`config.mk`:
```
export PLATFORM = sky130hd
export DESIGN_NAME = blockrom_arbiter
export DESIGN_NICKNAME = d
export VERILOG_FILES = /design/src/rtl/blockrom_arbiter.sv
export SDC_FILE = /design/constraint.sdc
export NUM_CORES = 1
export LEC_CHECK = 0
export CAP_MARGIN = 20
export CORE_AREA = 3 3 246 248
export DETAILED_ROUTE_END_ITERATION = 7
export DIE_AREA = 0 0 249 251
export GPL_ROUTABILITY_DRIVEN = 1
export PLACE_DENSITY = 0.54
export SLEW_MARGIN = 20
export SYNTH_ARGS = -nofsm -noshare
export SYNTH_HDL_FRONTEND = slang
export SYNTH_SLANG_ARGS = --single-unit
export TNS_END_PERCENT = 20
```
`constraint.sdc`:
```
create_clock -name clka -period 3.05 [get_ports clka]
set_clock_uncertainty 0.15 [all_clocks]
set_input_delay 0.4575 -clock clka [delete_from_list [all_inputs] [get_ports clka]]
set_output_delay 0.4575 -clock clka [all_outputs]
set_load 0.005 [all_outputs]
```
`src/rtl/blockrom_arbiter.sv`:
```
// Two-port arbiter/sequencer for the 64 KB boot block RAM: round-robin grant,
// range/permission checks and in-order tagged responses through a 2-entry FIFO.
module blockrom_arbiter #(
  parameter int unsigned ADDR_W = 20,
  parameter int unsigned MEM_AW = 16,
  parameter int unsigned DATA_W = 128
) (
  input  logic                clka,
  input  logic                rsta_n,
  input  logic [1:0]          rq_valid,
  output logic [1:0]          rq_ready,
  input  logic [ADDR_W-1:0]   rq_addr0,
  input  logic [ADDR_W-1:0]   rq_addr1,
  input  logic [DATA_W-1:0]   rq_wdata1,
  input  logic [DATA_W/8-1:0] rq_wstrb0,
  input  logic [DATA_W/8-1:0] rq_wstrb1,
  output logic [1:0]          rs_valid,
  input  logic [1:0]          rs_ready,
  output logic [DATA_W-1:0]   rs_rdata,
  output logic                rs_err,
  output logic                mem_ena,
  output logic [DATA_W/8-1:0] mem_wea,
  output logic [ADDR_W-1:0]   mem_addra,
  output logic [DATA_W-1:0]   mem_dina,
  input  logic [DATA_W-1:0]   mem_douta
);

  localparam int unsigned STRB_W = DATA_W / 8;
  localparam logic [ADDR_W-1:0] LINE_MASK = ~ADDR_W'(STRB_W - 1);

  typedef struct packed {
    logic              id;
    logic              err;
    logic [DATA_W-1:0] data;
  } rsp_t;

  logic             last_grant_q, last_grant_d;
  logic             infl_vld_q, infl_vld_d;
  logic             infl_id_q, infl_id_d;
  logic             infl_wr_q, infl_wr_d;
  logic             hold_vld_q, hold_vld_d;
  logic             hold_id_q, hold_id_d;
  rsp_t [1:0]       fifo_q, fifo_d;
  logic             wr_ptr_q, wr_ptr_d;
  logic             rd_ptr_q, rd_ptr_d;
  logic [1:0]       cnt_q, cnt_d;

  rsp_t             head;
  rsp_t             push_ent;
  logic             pop;
  logic [1:0]       occ;
  logic             can_accept;
  logic             grant;
  logic             accept;
  logic [ADDR_W-1:0] sel_addr;
  logic [STRB_W-1:0] sel_strb;
  logic             req_err;
  logic             issue;
  logic             err_acc;
  logic             first_vld;
  logic             push;

  // Response side: FIFO head drives the shared response bus.
  always_comb begin
    head     = fifo_q[rd_ptr_q];
    rs_valid = 2'b00;
    rs_rdata = '0;
    rs_err   = 1'b0;
    if (cnt_q != 2'd0) begin
      rs_valid = head.id ? 2'b10 : 2'b01;
      rs_rdata = head.data;
      rs_err   = head.err;
    end
    pop = |(rs_valid & rs_ready);
  end

  // Arbitration, request checks and memory drive for the accepted request.
  always_comb begin
    occ        = cnt_q + 2'(infl_vld_q) + 2'(hold_vld_q);
    can_accept = rsta_n & ((occ < 2'd2) | pop);
    grant      = rq_valid[1] & (~rq_valid[0] | ~last_grant_q);
    rq_ready   = 2'b00;
    if (can_accept) begin
      rq_ready = grant ? 2'b10 : 2'b01;
    end
    accept    = |(rq_valid & rq_ready);
    sel_addr  = grant ? rq_addr1 : rq_addr0;
    sel_strb  = grant ? rq_wstrb1 : rq_wstrb0;
    req_err   = (|sel_addr[ADDR_W-1:MEM_AW]) | (~grant & (|sel_strb));
    issue     = accept & ~req_err;
    err_acc   = accept & req_err;
    mem_ena   = issue;
    mem_wea   = '0;
    mem_addra = '0;
    mem_dina  = '0;
    if (issue) begin
      mem_wea   = sel_strb;
      mem_addra = sel_addr & LINE_MASK;
      mem_dina  = grant ? rq_wdata1 : '0;
    end
  end

  // Push ordering: capture (or a held error) is older than a new error request.
  always_comb begin
    first_vld = infl_vld_q | hold_vld_q;
    push      = first_vld | err_acc;
    push_ent  = '0;
    if (infl_vld_q) begin
      push_ent.id   = infl_id_q;
      push_ent.err  = 1'b0;
      push_ent.data = infl_wr_q ? '0 : mem_douta;
    end else if (hold_vld_q) begin
      push_ent.id  = hold_id_q;
      push_ent.err = 1'b1;
    end else begin
      push_ent.id  = grant;
      push_ent.err = 1'b1;
    end

    hold_vld_d   = first_vld & err_acc;
    hold_id_d    = grant;
    infl_vld_d   = issue;
    infl_id_d    = grant;
    infl_wr_d    = |sel_strb;
    last_grant_d = accept ? grant : last_grant_q;

    fifo_d   = fifo_q;
    wr_ptr_d = wr_ptr_q;
    rd_ptr_d = rd_ptr_q;
    if (push) begin
      fifo_d[wr_ptr_q] = push_ent;
      wr_ptr_d         = ~wr_ptr_q;
    end
    if (pop) begin
      rd_ptr_d = ~rd_ptr_q;
    end
    cnt_d = cnt_q + 2'(push) - 2'(pop);
  end

  always_ff @(posedge clka or negedge rsta_n) begin
    if (!rsta_n) begin
      last_grant_q <= 1'b1;
      infl_vld_q   <= 1'b0;
      infl_id_q    <= 1'b0;
      infl_wr_q    <= 1'b0;
      hold_vld_q   <= 1'b0;
      hold_id_q    <= 1'b0;
      fifo_q       <= '0;
      wr_ptr_q     <= 1'b0;
      rd_ptr_q     <= 1'b0;
      cnt_q        <= 2'd0;
    end else begin
      last_grant_q <= last_grant_d;
      infl_vld_q   <= infl_vld_d;
      infl_id_q    <= infl_id_d;
      infl_wr_q    <= infl_wr_d;
      hold_vld_q   <= hold_vld_d;
      hold_id_q    <= hold_id_d;
      fifo_q       <= fifo_d;
      wr_ptr_q     <= wr_ptr_d;
      rd_ptr_q     <= rd_ptr_d;
      cnt_q        <= cnt_d;
    end
  end

endmodule

```
==> impl_metrics.py, run 1 <==
metrics = {
    "run_status": {
        "status": "finished, violations left",
        "violations": "setup timing",
    },
    "worst_hold_path": {
        "hold_path_class": "input port to asynchronous set/reset pin",
    },
    "clocking": {
        "tritoncts_num_sinks": 269,
        "htree_num_levels": 1,
        "clk_transition_reported_paths_ns": 0.06,
        "clock_tree_from_tritoncts": "done",
        "cts_root_buf": "sky130_fd_sc_hd__clkbuf_16",
        "clockBufferDepth": 3,
        "worstSkewPairLatency_ns": 0.57,
        "tritoncts.num_buffers": 31,
    },
    "logic_synthesis": {
        "netlist_instances": 1147,
        "synth_enable_flop_cells": 0,
        "synth_cell_types": 38,
        "async_reset_ff_share_pct": 100,
        "postSynthAreaPerCell_um2": 11.2,
        "ys_warn_count": 0,
        "postSynthRegisterBits": 269,
        "synth.cell_area_um2": 12900,
        "yosysSeqAreaShare_pct": 52.2,
        "primary_ff_master_synth": "sky130_fd_sc_hd__dfrtp_1",
    },
    "timing": {
        "final_max_slew_viol_count": 0,
        "final-setup-viol-count": 189,
        "hold_viol_final": 0,
        "layout_min_cycle_time_ns": 3.35,
        "final_min_period_over_clock_period_pct": 110,
        "setup_ws_ns": -0.298,
        "hold_ws_ns": 0.132,
        "final.setup.tns_ns": -31.39,
        "slew_headroom_pct": 38.4,
        "maxClockFrequency_ghz": 0.299,
        "worstMarginPinSlew_ns": 0.924,
        "rsz_0062_raised_after_global_routing": "yes",
    },
    "global_routing": {
        "grtUsageMet2_pct": 27.6,
        "globalRouteTotalUtil_pct": 19.6,
        "first_global_vias": 12300,
        "grt_busiest_layer": "met1",
        "gr-usage-met1_pct": 29.4,
        "grt.overflow.total": 0,
        "groute.layer.met3.usage_pct": 6.88,
        "antenna_found_initial": 23,
        "grt_start_max_net_pins": 150,
        "grt_first_pass_wirelength_um": 91900,
    },
    "drt": {
        "route.antenna.remaining_nets": 0,
        "remaining_drc_errors": 0,
        "detailedRoute.firstPassIterationCount": 4,
        "routed_wire_length_per_instance_um": 25.0,
        "routed-via-count": 12200,
        "routed_via_density": 4.71,
        "drt-total-wl_um": 64700,
        "detailedRoute.firstIterationViolations": 654,
    },
    "floorplanning": {
        "die_x_um": 249,
        "chipHeight_um": 251,
        "start_util_pct": 22.0,
        "placement_rows": 89,
        "ioPinCount": 632,
        "fp.coreArea_um2": 58700,
        "die_area_um2": 62500,
    },
    "setup_path": {
        "required_time_at_the_endpoint_of_the_critical_path_ns": 2.44,
        "timing.critical_path.slowest_stage_cell": "sky130_fd_sc_hd__dfrtp_4",
        "critical_path_capture_point_type": "output port",
        "worst-path-buf-inv": 4,
        "crit_arrival_ns": 2.74,
        "path_cells": "mux2i_4 -> mux2i_4 -> o221a_4 -> and3_4 -> buf_6 -> buf_12 -> clkbuf_16 -> and2_1 -> buf_2",
        "worstSetupPathType": "flip-flop to output port",
        "worst_setup_path_start_kind": "flip-flop",
        "critical-path-top-cell-by-count": "sky130_fd_sc_hd__mux2i_4",
        "path_max_fanout": 7,
        "slowest_delay_ns": 0.46,
        "worst_path_top_cell_family_by_delay": "multiplexers",
    },
    "final_layout": {
        "fill_cells": 5793,
        "finish.utilization_pct": 37.2,
        "signed_area_change_from_the_synthesized_netlist_to_the_final_layout_pct": 69.2,
        "final_nets": 2119,
        "post_route_cells_drive_above_1_share_pct": 21.9,
    },
    "placed_design": {
        "place.port_buffers": 615,
        "placer_congestion": 0.986,
        "hpwlAfterDp_um": 47000,
        "dpl_worst_slack_ns": -0.955,
    },
    "power": {
        "leak_pwr_nw": 11.2,
        "power_density_nw_per_um2": 501,
        "vdd.ir_drop.worst_mv": 0.472,
    },
    "run": {
        "cap_violations": 0,
    },
}
[worst paths after layout]
| kind | from | endpoint | slack [ns] | depth (start not counted) |
|---|---|---|---|---|
| max in group asynchronous | rsta_n | fifo_q[85] | 1.78 | 3 |
| worst min register to register | fifo_q[37] | fifo_q[37] | 0.35 | 1 |
| worst min-delay path | rsta_n | fifo_q[129] | 0.13 | 3 |
| min in group clka | fifo_q[37] | fifo_q[37] | 0.35 | 1 |
| worst max register to register | cnt_q[0] | fifo_q[129] | 0.15 | 10 |
| worst max-delay path | rd_ptr_q | mem_wea[15] | -0.30 | 9 |
[routing by layer]
layer	vias up	wire [um]
li1	5391	-
met1	6217	31400
met4	26	740
met5	-	175
met2	469	26900
met3	66	5530
[tightest hold or removal path, stage by stage]
cell                     delay (ns)
sky130_fd_sc_hd__buf_8         0.11
sky130_fd_sc_hd__buf_4         0.22
sky130_fd_sc_hd__buf_12        0.51
[cells by family after synthesis]
kind of cell    share of synthesized area, %
mux                                     10.8
other cells                           0.0291
xor+xnor                               0.340
buf+inv                                 4.66
simple gates                            12.8
flops                                   52.2
compound gates                          18.9
fa+ha+maj                              0.291
[registers in the layout (all words and copies together) (netlist names)]
signal,flops
hold_id_q,1
cnt_q,2
infl_wr_q,1
infl_vld_q,1
fifo_q,260
last_grant_q,1
rd_ptr_q,1
hold_vld_q,1
wr_ptr_q,1
[cell type report]
| cell class | instances | area [um^2] | area share (%) |
|---|---|---|---|
| Inverter | 4 | 15.0 | 0.0688 |
| Clock buffer | 46 | 932 | 4.27 |
| Timing Repair Buffer | 709 | 7110 | 32.6 |
| Antenna cell | 5 | 12.5 | 0.0573 |
| Clock inverter | 12 | 170 | 0.780 |
| Multi-Input combinational cell | 767 | 5870 | 26.9 |
| Sequential cell | 269 | 6740 | 30.9 |
| Tap cell | 773 | 967 | 4.43 |
[stage by stage]
stage          power, mW  std cells  cell area, um^2
2_1_floorplan       5.37       1154            12900
3_3_place_gp        6.95       2498            20300
3_5_place_dp        6.95       2498            20300
4_1_cts             11.1       2580            21600
5_1_grt             11.4       2583            21800
6_report            10.9       2585            21800
[report_power, final]
group	switching, mW	internal, mW
combinational	1.79	1.44
sequential	0.0864	3.64
clock	1.53	2.44
total	3.41	7.53
[repair_timing]
item | in CTS | in global routing
setup buffers | 17 | 1
endpoints found under the hold margin | 12 | 0
hold buffers | 1 | 0
pin swaps | 14 | 36
gates resized for setup | 629 | 237
setup endpoints to repair | 276 | 254
gates cloned | 6 | 3
[placed cells by master, fill, tap and decap left out, types with 11 or more instances in the layout]
cell type / instances
sky130_fd_sc_hd__buf_2: 93
sky130_fd_sc_hd__mux2i_1: 128
sky130_fd_sc_hd__and2_4: 57
sky130_fd_sc_hd__dlymetal6s2s_1: 52
sky130_fd_sc_hd__a22o_1: 256
sky130_fd_sc_hd__and2_1: 87
sky130_fd_sc_hd__dlygate4sd2_1: 11
sky130_fd_sc_hd__nand2_1: 15
sky130_fd_sc_hd__clkbuf_16: 34
sky130_fd_sc_hd__buf_4: 48
sky130_fd_sc_hd__nor2_1: 137
sky130_fd_sc_hd__dfrtp_1: 267
sky130_fd_sc_hd__buf_6: 69
sky130_fd_sc_hd__nand3_1: 13
sky130_fd_sc_hd__clkdlybuf4s50_1: 385
sky130_fd_sc_hd__buf_12: 26
sky130_fd_sc_hd__a21oi_2: 11
[Yosys cell counts (all sizes together) (3+ instances only)]
master    n  area, um^2
a21oi    17        85.1
a22o    256        2240
and2    144         901
buf      56         364
clkbuf   59         221
dfrtp   268        6710
ha        3        37.5
inv       3        11.3
mux2      3        33.8
mux2i   133        1360
nand2    16        60.1
nand3    13        65.1
nor2    138         518
nor4     10        62.6
o21ai     5        28.8
xnor2     3        26.3
(Power assumes the default switching activity.)
==> inputs of run 2 (changes only) <==
Settings changed: SKIP_LAST_GASP set to 1.
Clock period 3.05 ns to 4.3 ns, I/O delays scaled along.
==> impl_metrics.py, run 2 (synthesis results as in run 1) <==
metrics = {
    "run_status": {
        "status": "finished, final reports clean",
    },
    "timing": {
        "setup_ws_ns": 0.109,
        "final.setup.tns_ns": 0,
        "worstMarginPinSlew_ns": 0.972,
        "maxClockFrequency_ghz": 0.239,
        "final_min_period_over_clock_period_pct": 97.5,
        "hold_viol_final": 0,
        "final-setup-viol-count": 0,
        "slew_headroom_pct": 35.2,
        "final_max_slew_viol_count": 0,
        "layout_min_cycle_time_ns": 4.19,
        "hold_ws_ns": 0.345,
        "rsz_0062_raised_after_global_routing": "no",
    },
    "final_layout": {
        "signed_area_change_from_the_synthesized_netlist_to_the_final_layout_pct": 62.8,
        "post_route_cells_drive_above_1_share_pct": 5.63,
        "largest_register_ff_count": 260,
        "final_nets": 2053,
        "final-instance-count-excl-fill": 2521,
        "largest_register_by_flop_count": "fifo_q",
        "most-common-layout-cells": "sky130_fd_sc_hd__clkdlybuf4s50_1 (614), sky130_fd_sc_hd__dfrtp_1 (267), sky130_fd_sc_hd__a22o_1 (256)",
        "fill_cells": 5754,
        "layout.cells.most_common": "sky130_fd_sc_hd__clkdlybuf4s50_1",
        "reg.largest.list": "fifo_q (260), cnt_q (2)",
    },
    "clocking": {
        "clock_tree_from_tritoncts": "done",
        "tritoncts.num_buffers": 31,
        "htree_num_levels": 1,
        "worstSkewPairLatency_ns": 0.59,
        "cts_root_buf": "sky130_fd_sc_hd__clkbuf_16",
        "clockBufferDepth": 3,
        "clk_transition_reported_paths_ns": 0.06,
        "tritoncts_num_sinks": 269,
        "postCtsSetupBuffers": 0,
    },
    "drt": {
        "remaining_drc_errors": 0,
        "routed_wire_length_per_instance_um": 24.6,
        "drt-total-wl_um": 61900,
        "routed-via-count": 11700,
        "detailedRoute.firstPassIterationCount": 5,
        "routed_via_density": 4.65,
        "detailedRoute.firstIterationViolations": 749,
        "route.antenna.remaining_nets": 0,
    },
    "power": {
        "power_switching_mw": 2.37,
        "power.share.clock_pct": 36.4,
        "combPwrFrac_pct": 28.0,
        "power_density_nw_per_um2": 354,
        "seqPwrFrac_pct": 35.7,
        "leak_pwr_nw": 9.27,
        "post-layout-total-power_mw": 7.43,
        "power_report.internal_total_mw": 5.06,
        "swShare_pct": 31.9,
        "vdd.ir_drop.worst_mv": 0.369,
    },
    "setup_path": {
        "required_time_at_the_endpoint_of_the_critical_path_ns": 3.50,
        "worst_path_top_cell_family_by_delay": "buffers and inverters",
        "critical_path_capture_point_type": "output port",
        "crit_arrival_ns": 3.40,
        "slowest_delay_ns": 0.64,
        "worstSetupPathType": "input port to output port",
        "worst_setup_path_start_kind": "input port",
        "worst-path-buf-inv": 4,
        "path_max_fanout": 12,
        "timing.critical_path.slowest_stage_cell": "sky130_fd_sc_hd__clkdlybuf4s50_1",
        "path_cells": "clkdlybuf4s50_1 -> nor4_1 -> nand4_1 -> buf_4 -> mux2i_1 -> buf_4 -> nand3_1 -> a21oi_1 -> clkdlybuf4s50_1",
    },
    "global_routing": {
        "grt.overflow.total": 0,
        "groute.layer.met3.usage_pct": 7.12,
        "grt_first_pass_wirelength_um": 89700,
        "globalRouteTotalUtil_pct": 19.1,
        "first_global_vias": 12200,
        "antenna_found_initial": 32,
        "grtUsageMet2_pct": 26.9,
        "grt_start_max_net_pins": 131,
        "gr-usage-met1_pct": 28.1,
        "grt_busiest_layer": "met1",
    },
    "floorplanning": {
        "start_util_pct": 22.0,
        "fp.coreArea_um2": 58700,
        "placement_rows": 89,
        "ioPinCount": 632,
        "die_area_um2": 62500,
        "chipHeight_um": 251,
        "die_x_um": 249,
    },
    "placed_design": {
        "hpwlAfterDp_um": 44900,
        "placer_congestion": 0.935,
        "place.port_buffers": 615,
        "dpl_worst_slack_ns": 0.235,
        "place.detailed.instances": 2454,
    },
    "run": {
        "cap_violations": 0,
    },
    "worst_hold_path": {
        "hold_path_class": "flip-flop to flip-flop",
    },
}
run 2: cell count changes in the layout (fill, tap and decap cells not counted), sizes merged:
| cell | delta |
|---|---|
| and3 | -1 |
| buf | -215 |
| bufinv | -1 |
| clkbuf | -10 |
| clkdlybuf4s15 | -9 |
| clkdlybuf4s50 | +229 |
| clkinv | +2 |
| diode | +3 |
| dlygate4sd2 | -11 |
| dlymetal6s2s | -52 |
| inv | +1 |
run 2: final timing paths:
path,from,endpoint,slack (ns),cells after the start
min,fifo_q[84],fifo_q[84],0.34,1
max,rq_wstrb0[7],mem_addra[5],0.11,9
max reg2reg,last_grant_q,fifo_q[45],1.02,8
min reg2reg,fifo_q[84],fifo_q[84],0.34,1
max in group asynchronous,rsta_n,fifo_q[177],1.73,4
min in group asynchronous,rsta_n,fifo_q[133],0.39,2
run 2: timing repair:
| action | CTS | global route |
|---|---|---|
| endpoints found under the setup margin | 0 | 140 |
| gates resized for setup | 0 | 2 |
| endpoints found under the hold margin | 25 | 0 |
| hold buffers | 1 | 0 |
run 2: metrics by stage:
stage	utilization [%]	area (um^2)
after global routing	35.8	21000
final	35.8	21000
after CTS	35.7	20900
after global placement	33.9	19900
after floorplan	-	12900
after detailed placement	33.9	19900
run 2: layout make-up:
type	instances	area, um^2	share of cell area (%)
sequential	269	6740	32.1
timing repair buffer	644	6580	31.4
multi-input combinational	766	5640	26.9
tap	773	967	4.61
clock buffer	43	881	4.19
clock inverter	14	155	0.739
antenna	8	20.0	0.0953
inverter	4	15.0	0.0715
run 2: routing by layer:
| layer | vias to the layer above | routed length (um) |
|---|---|---|
| met5 | - | 229 |
| met4 | 40 | 890 |
| met3 | 82 | 5910 |
| met2 | 471 | 25700 |
| met1 | 5874 | 29100 |
| li1 | 5256 | - |
run 2: power groups by stage:
stage	Combinational, mW	Sequential [mW]	Clock, mW
after floorplan	1.15	2.66	0
after global placement	2.09	2.69	0
after detailed placement	2.10	2.69	0
after CTS	2.11	2.65	2.79
after global routing	2.22	2.66	2.90
final	2.08	2.65	2.70
